===== src/rtl/sico_if_rec_feeder.sv =====
// sico_if_rec_feeder: upstream feeder for the SiCo interface recorder.
// DUT-side words are buffered in a small FIFO and then serialised into
// OUT_WIDTH-bit beats for the recorder, least-significant slice first.
// In drop mode the DUT is never stalled. Words that arrive while the FIFO is
// full are discarded, and a saturating counter records how many were lost.
module sico_if_rec_feeder #(
  parameter int IN_WIDTH  = 32,
  parameter int OUT_WIDTH = 8,
  parameter int DEPTH     = 4,
  parameter int DROP_MODE = 0
) (
  input  logic                       clk_i,
  input  logic                       rst_i,
  input  logic                       in_valid_i,
  input  logic [IN_WIDTH-1:0]        in_data_i,
  output logic                       in_ready_o,
  output logic                       out_valid_o,
  output logic [OUT_WIDTH-1:0]       out_data_o,
  input  logic                       hold_i,
  output logic [$clog2(DEPTH):0]     level_o,
  output logic [15:0]                drop_cnt_o
);

  localparam int BEATS = IN_WIDTH / OUT_WIDTH;
  localparam int AW    = $clog2(DEPTH);
  localparam int BW    = (BEATS > 1) ? $clog2(BEATS) : 1;
  localparam int LW    = AW + 1;

  // Reject parameter combinations the datapath cannot represent.
  generate
    if ((IN_WIDTH % OUT_WIDTH) != 0) begin : g_badWidth
      $error("sico_if_rec_feeder: IN_WIDTH must be a multiple of OUT_WIDTH");
    end
    if ((DEPTH < 2) || ((DEPTH & (DEPTH - 1)) != 0)) begin : g_badDepth
      $error("sico_if_rec_feeder: DEPTH must be a power of two and >= 2");
    end
  endgenerate

  // Each pointer carries one wrap bit above the address bits, so the
  // pointer difference gives the level directly.
  logic [AW:0]           r_wrPtr;
  logic [AW:0]           r_rdPtr;
  logic [BW-1:0]         r_beat;
  logic [15:0]           r_dropCnt;
  logic [IN_WIDTH-1:0]   r_mem [DEPTH];

  logic [LW-1:0]         w_level;
  logic                  w_full;
  logic                  w_empty;
  logic                  w_push;
  logic                  w_drop;
  logic                  w_xfer;
  logic                  w_lastBeat;
  logic                  w_pop;
  logic [IN_WIDTH-1:0]   w_headWord;
  logic [BEATS-1:0][OUT_WIDTH-1:0] w_headBeats;

  assign w_level    = r_wrPtr - r_rdPtr;
  assign w_full     = (w_level == LW'(DEPTH));
  assign w_empty    = (w_level == '0);

  // A push never relies on a pop in the same cycle to free a slot.
  assign w_push     = in_valid_i && !w_full;
  assign w_drop     = (DROP_MODE != 0) && in_valid_i && w_full;

  assign w_xfer     = out_valid_o;
  assign w_lastBeat = (r_beat == BW'(BEATS - 1));
  assign w_pop      = w_xfer && w_lastBeat;

  // The head word is viewed as an array of beats so the beat counter selects
  // the slice directly. Beat 0 is the least-significant slice.
  assign w_headWord  = r_mem[r_rdPtr[AW-1:0]];
  assign w_headBeats = w_headWord;

  assign out_valid_o = !w_empty && !hold_i;
  assign out_data_o  = w_headBeats[r_beat];
  assign level_o     = w_level;
  assign drop_cnt_o  = r_dropCnt;

  // Ready is held low while in reset. Drop mode always accepts a word,
  // because overflow is absorbed by discarding rather than by stalling.
  always_comb begin
    in_ready_o = 1'b0;
    if (!rst_i) begin
      in_ready_o = (DROP_MODE != 0) ? 1'b1 : !w_full;
    end
  end

  // The storage array is cleared on reset so out_data_o never shows X,
  // even before the first word has been written.
  always_ff @(posedge clk_i or posedge rst_i) begin
    if (rst_i) begin
      for (int i = 0; i < DEPTH; i++) begin
        r_mem[i] <= '0;
      end
    end else if (w_push) begin
      r_mem[r_wrPtr[AW-1:0]] <= in_data_i;
    end
  end

  // The write pointer advances on every accepted word and wraps through its
  // wrap bit.
  always_ff @(posedge clk_i or posedge rst_i) begin
    if (rst_i) begin
      r_wrPtr <= '0;
    end else if (w_push) begin
      r_wrPtr <= r_wrPtr + 1'b1;
    end
  end

  // The read pointer only moves once the last beat of the head word has gone.
  always_ff @(posedge clk_i or posedge rst_i) begin
    if (rst_i) begin
      r_rdPtr <= '0;
    end else if (w_pop) begin
      r_rdPtr <= r_rdPtr + 1'b1;
    end
  end

  // The beat counter steps on every transfer and wraps at the end of a word.
  // It stays frozen while hold keeps out_valid low.
  always_ff @(posedge clk_i or posedge rst_i) begin
    if (rst_i) begin
      r_beat <= '0;
    end else if (w_xfer) begin
      if (w_lastBeat) begin
        r_beat <= '0;
      end else begin
        r_beat <= r_beat + 1'b1;
      end
    end
  end

  // Count discarded overflow words, saturating at all-ones.
  always_ff @(posedge clk_i or posedge rst_i) begin
    if (rst_i) begin
      r_dropCnt <= '0;
    end else if (w_drop && (r_dropCnt != 16'hFFFF)) begin
      r_dropCnt <= r_dropCnt + 16'd1;
    end
  end

endmodule


===== config.mk =====
export PLATFORM = sky130hd
export DESIGN_NAME = sico_if_rec_feeder
export DESIGN_NICKNAME = d
export VERILOG_FILES = /design/src/rtl/sico_if_rec_feeder.sv
export SDC_FILE = /design/constraint.sdc
export NUM_CORES = 1
export LEC_CHECK = 0
export CORE_ASPECT_RATIO = 0.8
export CORE_MARGIN = 2
export CORE_UTILIZATION = 60
export DETAILED_ROUTE_END_ITERATION = 16
export PLACE_DENSITY = 0.83
export SLEW_MARGIN = 20
export SYNTH_ARGS = -nofsm -noshare
export SYNTH_HDL_FRONTEND = slang
export SYNTH_SLANG_ARGS = --single-unit
export TNS_END_PERCENT = 100

===== constraint.sdc =====
create_clock -name clk_i -period 17.1 [get_ports clk_i]
set_clock_uncertainty 0.15 [all_clocks]
set_input_delay 5.13 -clock clk_i [delete_from_list [all_inputs] [get_ports clk_i]]
set_output_delay 5.13 -clock clk_i [all_outputs]
set_load 0.005 [all_outputs]

# Word level (Yosys, flattened, before mapping)
# Cells that the tools add are included.
# word_totals
out_inout_bits,29
ff_bits,136
# classes
add_sub_neg,4
reduce_logical,8
n_eq_ne,2
n_bitwise,2
muxes,10
order_cmp,4
# op_table
operator,count
128-bit bitwise mux,1
32-bit 2-to-1 mux,3
32-bit binary-select mux with 2-bit select,1
32-bit demux with 2-bit select,1
8-bit binary-select mux with 2-bit select,1
8-bit 2-to-1 mux,1
"3-bit by 1-bit adder with 3-bit output, second input constant",2
"3-bit greater-or-equal comparator, second input constant",2
2-bit inverter with 3-bit output,2
1-bit logical AND,4
"3-bit == test, second input constant",1
1-bit zero test,3
3-bit zero test,1
"2-bit by 3-bit < comparator with 1-bit output, second input constant",1
"3-bit by 1-bit < comparator with 1-bit output, second input constant",1
3-bit subtractor,1
"2-bit by 1-bit adder with 2-bit output, second input constant",1
"2-bit == test, second input constant",1
2-bit 2-to-1 mux,1
1-bit 2-to-1 mux,1

# Depth between registers and ports, before layout
# depth
word_depth,6
mapped_depth,8
ltp_nobuf,7

# Least setup slack after synthesis
# Ideal clock, no wire load.
# synth_timing
path_kind,input-to-output
from,in hold_i
to,out out_valid_o
n_path_buf,0
arrival_ns,5.353
stages,1
setup_slack_ns,6.467
cell_sequence,a21oi_1
# synth_via
elab_chain_len,2
# synth_rtl
item,line_no,text
from (decl),19,"input logic hold_i,"
1-bit zero test,75,assign out_valid_o = !w_empty && !hold_i;
1-bit logical AND,75,
to (decl),17,"output logic out_valid_o,"
# Every way passes these cells.

# Worst setup path after layout
# Same ends and word-level chain as after synthesis.

==> metrics.txt <==
setup TNS=0 ns; ANT nets after route=0; VDD IR-drop max=0.123 mV; Seq cells post-synth=136; Clk Latency, worst-skew pair=0.40 ns; highest clock rate=0.0859 GHz; hold crit path type=reg -> reg; Setup crit start=hold_i; Mapped Avg Cell Area=16.1 um2; kind of critical path=in -> out; Net count, final=500; CTS root buffer=clkbuf_16; share of layout cells above drive strength 1=43.5%; final hold slack=0.333 ns; hold-fix buffers at CTS=0; crit end category=output port; Resize count post-CTS=0; Syn Inst Count=406; via count=3,618; minimum clock period=11.65 ns; Final Hold Viols=0; Overall Global Routing Usage=24.3%; Setup Fix Bufs, Post-CTS=0; IO Port Bufs=48; crit-path cells=clkdlybuf4s50_1, a21oi_1, clkdlybuf4s50_1; Clock transition at path regs=0.05 ns; Num CTS Buffers=17; fin cells=611; R2R Path Start=r_rdPtr[0]; global route overflow=0; antenna violations before repair=0; vias in the first global route=4,005; crit-path max cell delay=0.55 ns; vias per std cell=5.92; H-tree Lvls=4; Antenna diodes=0; most common cell type on the critical path=clkdlybuf4s50_1; clock buffer depth=2; synth top area cells=dfrtp_1 52%, mux2_2 17%, mux4_2 11%; drt wl/cell=21.2 um; Slew Viols, Final=0; critical path endpoint=out_valid_o; Core Area=0.0108 mm2; CTS tree=built; Post-Syn Area=0.00654 mm2; DRC Markers=0; Die W=121 um; Slowest cell on crit path=clkdlybuf4s50_1; synthesis-to-finish area growth=16.5%; max-cap viol count=0; drt pass-1 iters=4; unique cell type count in the Yosys netlist=29; initial DRC count=269; pwr dens=226 mW/mm2; hpwl dp=7700 um; die area=0.0118 mm2; flop2flop setup slack=13.56 ns; Reg2Reg Depth=7; CP max FO=3; Post-Route WL=13,000 um; Power, Total=1.72 mW; starting density of the core=60.8%; final setup fails=0; placed cell count=581; register area share after synthesis=52.0%; most frequent cells in the layout=135 x dfrtp_1, 97 x mux2_2, 48 x clkdlybuf4s50_1, 32 x mux4_2, 30 x mux2_4; Sink Count=136; DIE HEIGHT=97.4 um; slew margin rel.=49.2%; first-pass GRT wire length=21,300 um; unrepaired setup endpoints after global routing=false; pin count of the biggest net entering global routing=87; fin crit share=68.1%; routability congestion estimate=0.750; FF-to-FF End=r_mem[96]; row cnt=34; CP startpoint kind=input pin; CP required=11.82 ns; cell taking the most area after synthesis=dfrtp_1; Synth top area share=52.0%; leak pwr=3.32 nW; status=finished clean; I/O pin cnt=65; synth warn=0; Tightest Pin Transition=0.761 ns; commonest non-fill, non-tap cell in the layout=dfrtp_1; CP arrival=6.37 ns
## sequential cells by signal, summed over array words and instances, names as in the netlist
name and cells:
r_beat 2, r_mem 128, r_rdPtr 3, r_wrPtr 3
## cell families after synthesis
| group | after synthesis | synth area share, % |
|---|---|---|
| other cells | 1 | 0.0573 |
| simple gates | 18 | 1.19 |
| buf+inv | 46 | 5.01 |
| xor+xnor | 5 | 0.899 |
| fa+ha+maj | 8 | 1.64 |
| flops | 136 | 52.0 |
| compound gates | 28 | 3.75 |
| mux | 164 | 35.4 |
## critical path, delay by kind of cell
kind,cells,cell delay [ns]
AO/OA/AOI/OAI,1,0.24
buffers and inverters,2,0.99
## metrics by stage
step / setup WS (ns) / utilization, % / instance area, um2
floorplan: 6.47 / - / 6600
global placement: 5.47 / 65.2 / 7020
detailed placement: 5.45 / 65.2 / 7020
CTS: 5.45 / 70.8 / 7620
global route: 5.37 / 70.8 / 7620
finish: 5.45 / 70.8 / 7620
## synthesized netlist by cell type (all sizes together)
cell type and number:
xnor3 1, o21ai 2, xor2 1, xnor2 3, nand2 12, mux4 32, a211oi 1, inv 7
a21oi 5, buf 34, ha 7, fa 1, nor2 2, o211ai 4, conb 1, clkbuf 5
nor2b 2, a22oi 16, and2 2, dfrtp 136, mux2 132
## final cells by class
class | instances | area, um2
Timing Repair Buffer | 55 | 537
Multi-Input combinational cell | 239 | 2870
Clock inverter | 8 | 120
Fill cell | 713 | 3140
Clock buffer | 22 | 484
Sequential cell | 136 | 3400
Inverter | 7 | 28.8
Tap cell | 144 | 180
## power by group
part	total, mW	internal (mW)	switching, mW
registers	0.585	0.491	0.0939
logic	0.763	0.448	0.316
clock network	0.375	0.242	0.133
total	1.72	1.18	0.542
## layer usage
layer | track usage (%) | wire [um] | vias up | part of all wire, %
met1 | 34.5 | 5670 | 1915 | 44
met3 | 5.69 | 839 | 24 | 6.5
met5 | 0 | 0 | - | 0
met2 | 36.7 | 6180 | 108 | 48
li1 | - | - | 1571 | -
met4 | 9.75 | 259 | 0 | 2.0
## worst min-delay path by stage
stage	startpoint	end	slack [ns]	depth (start not counted)
floorplan	r_mem[0]	r_mem[0]	0.30	1
global placement	r_mem[0]	r_mem[0]	0.31	1
detailed placement	r_mem[4]	r_mem[4]	0.32	1
CTS	r_mem[4]	r_mem[4]	0.33	1
global route	r_mem[4]	r_mem[4]	0.36	1
finish	r_mem[4]	r_mem[4]	0.33	1
Note: power is estimated with default switching activity, not from simulation.
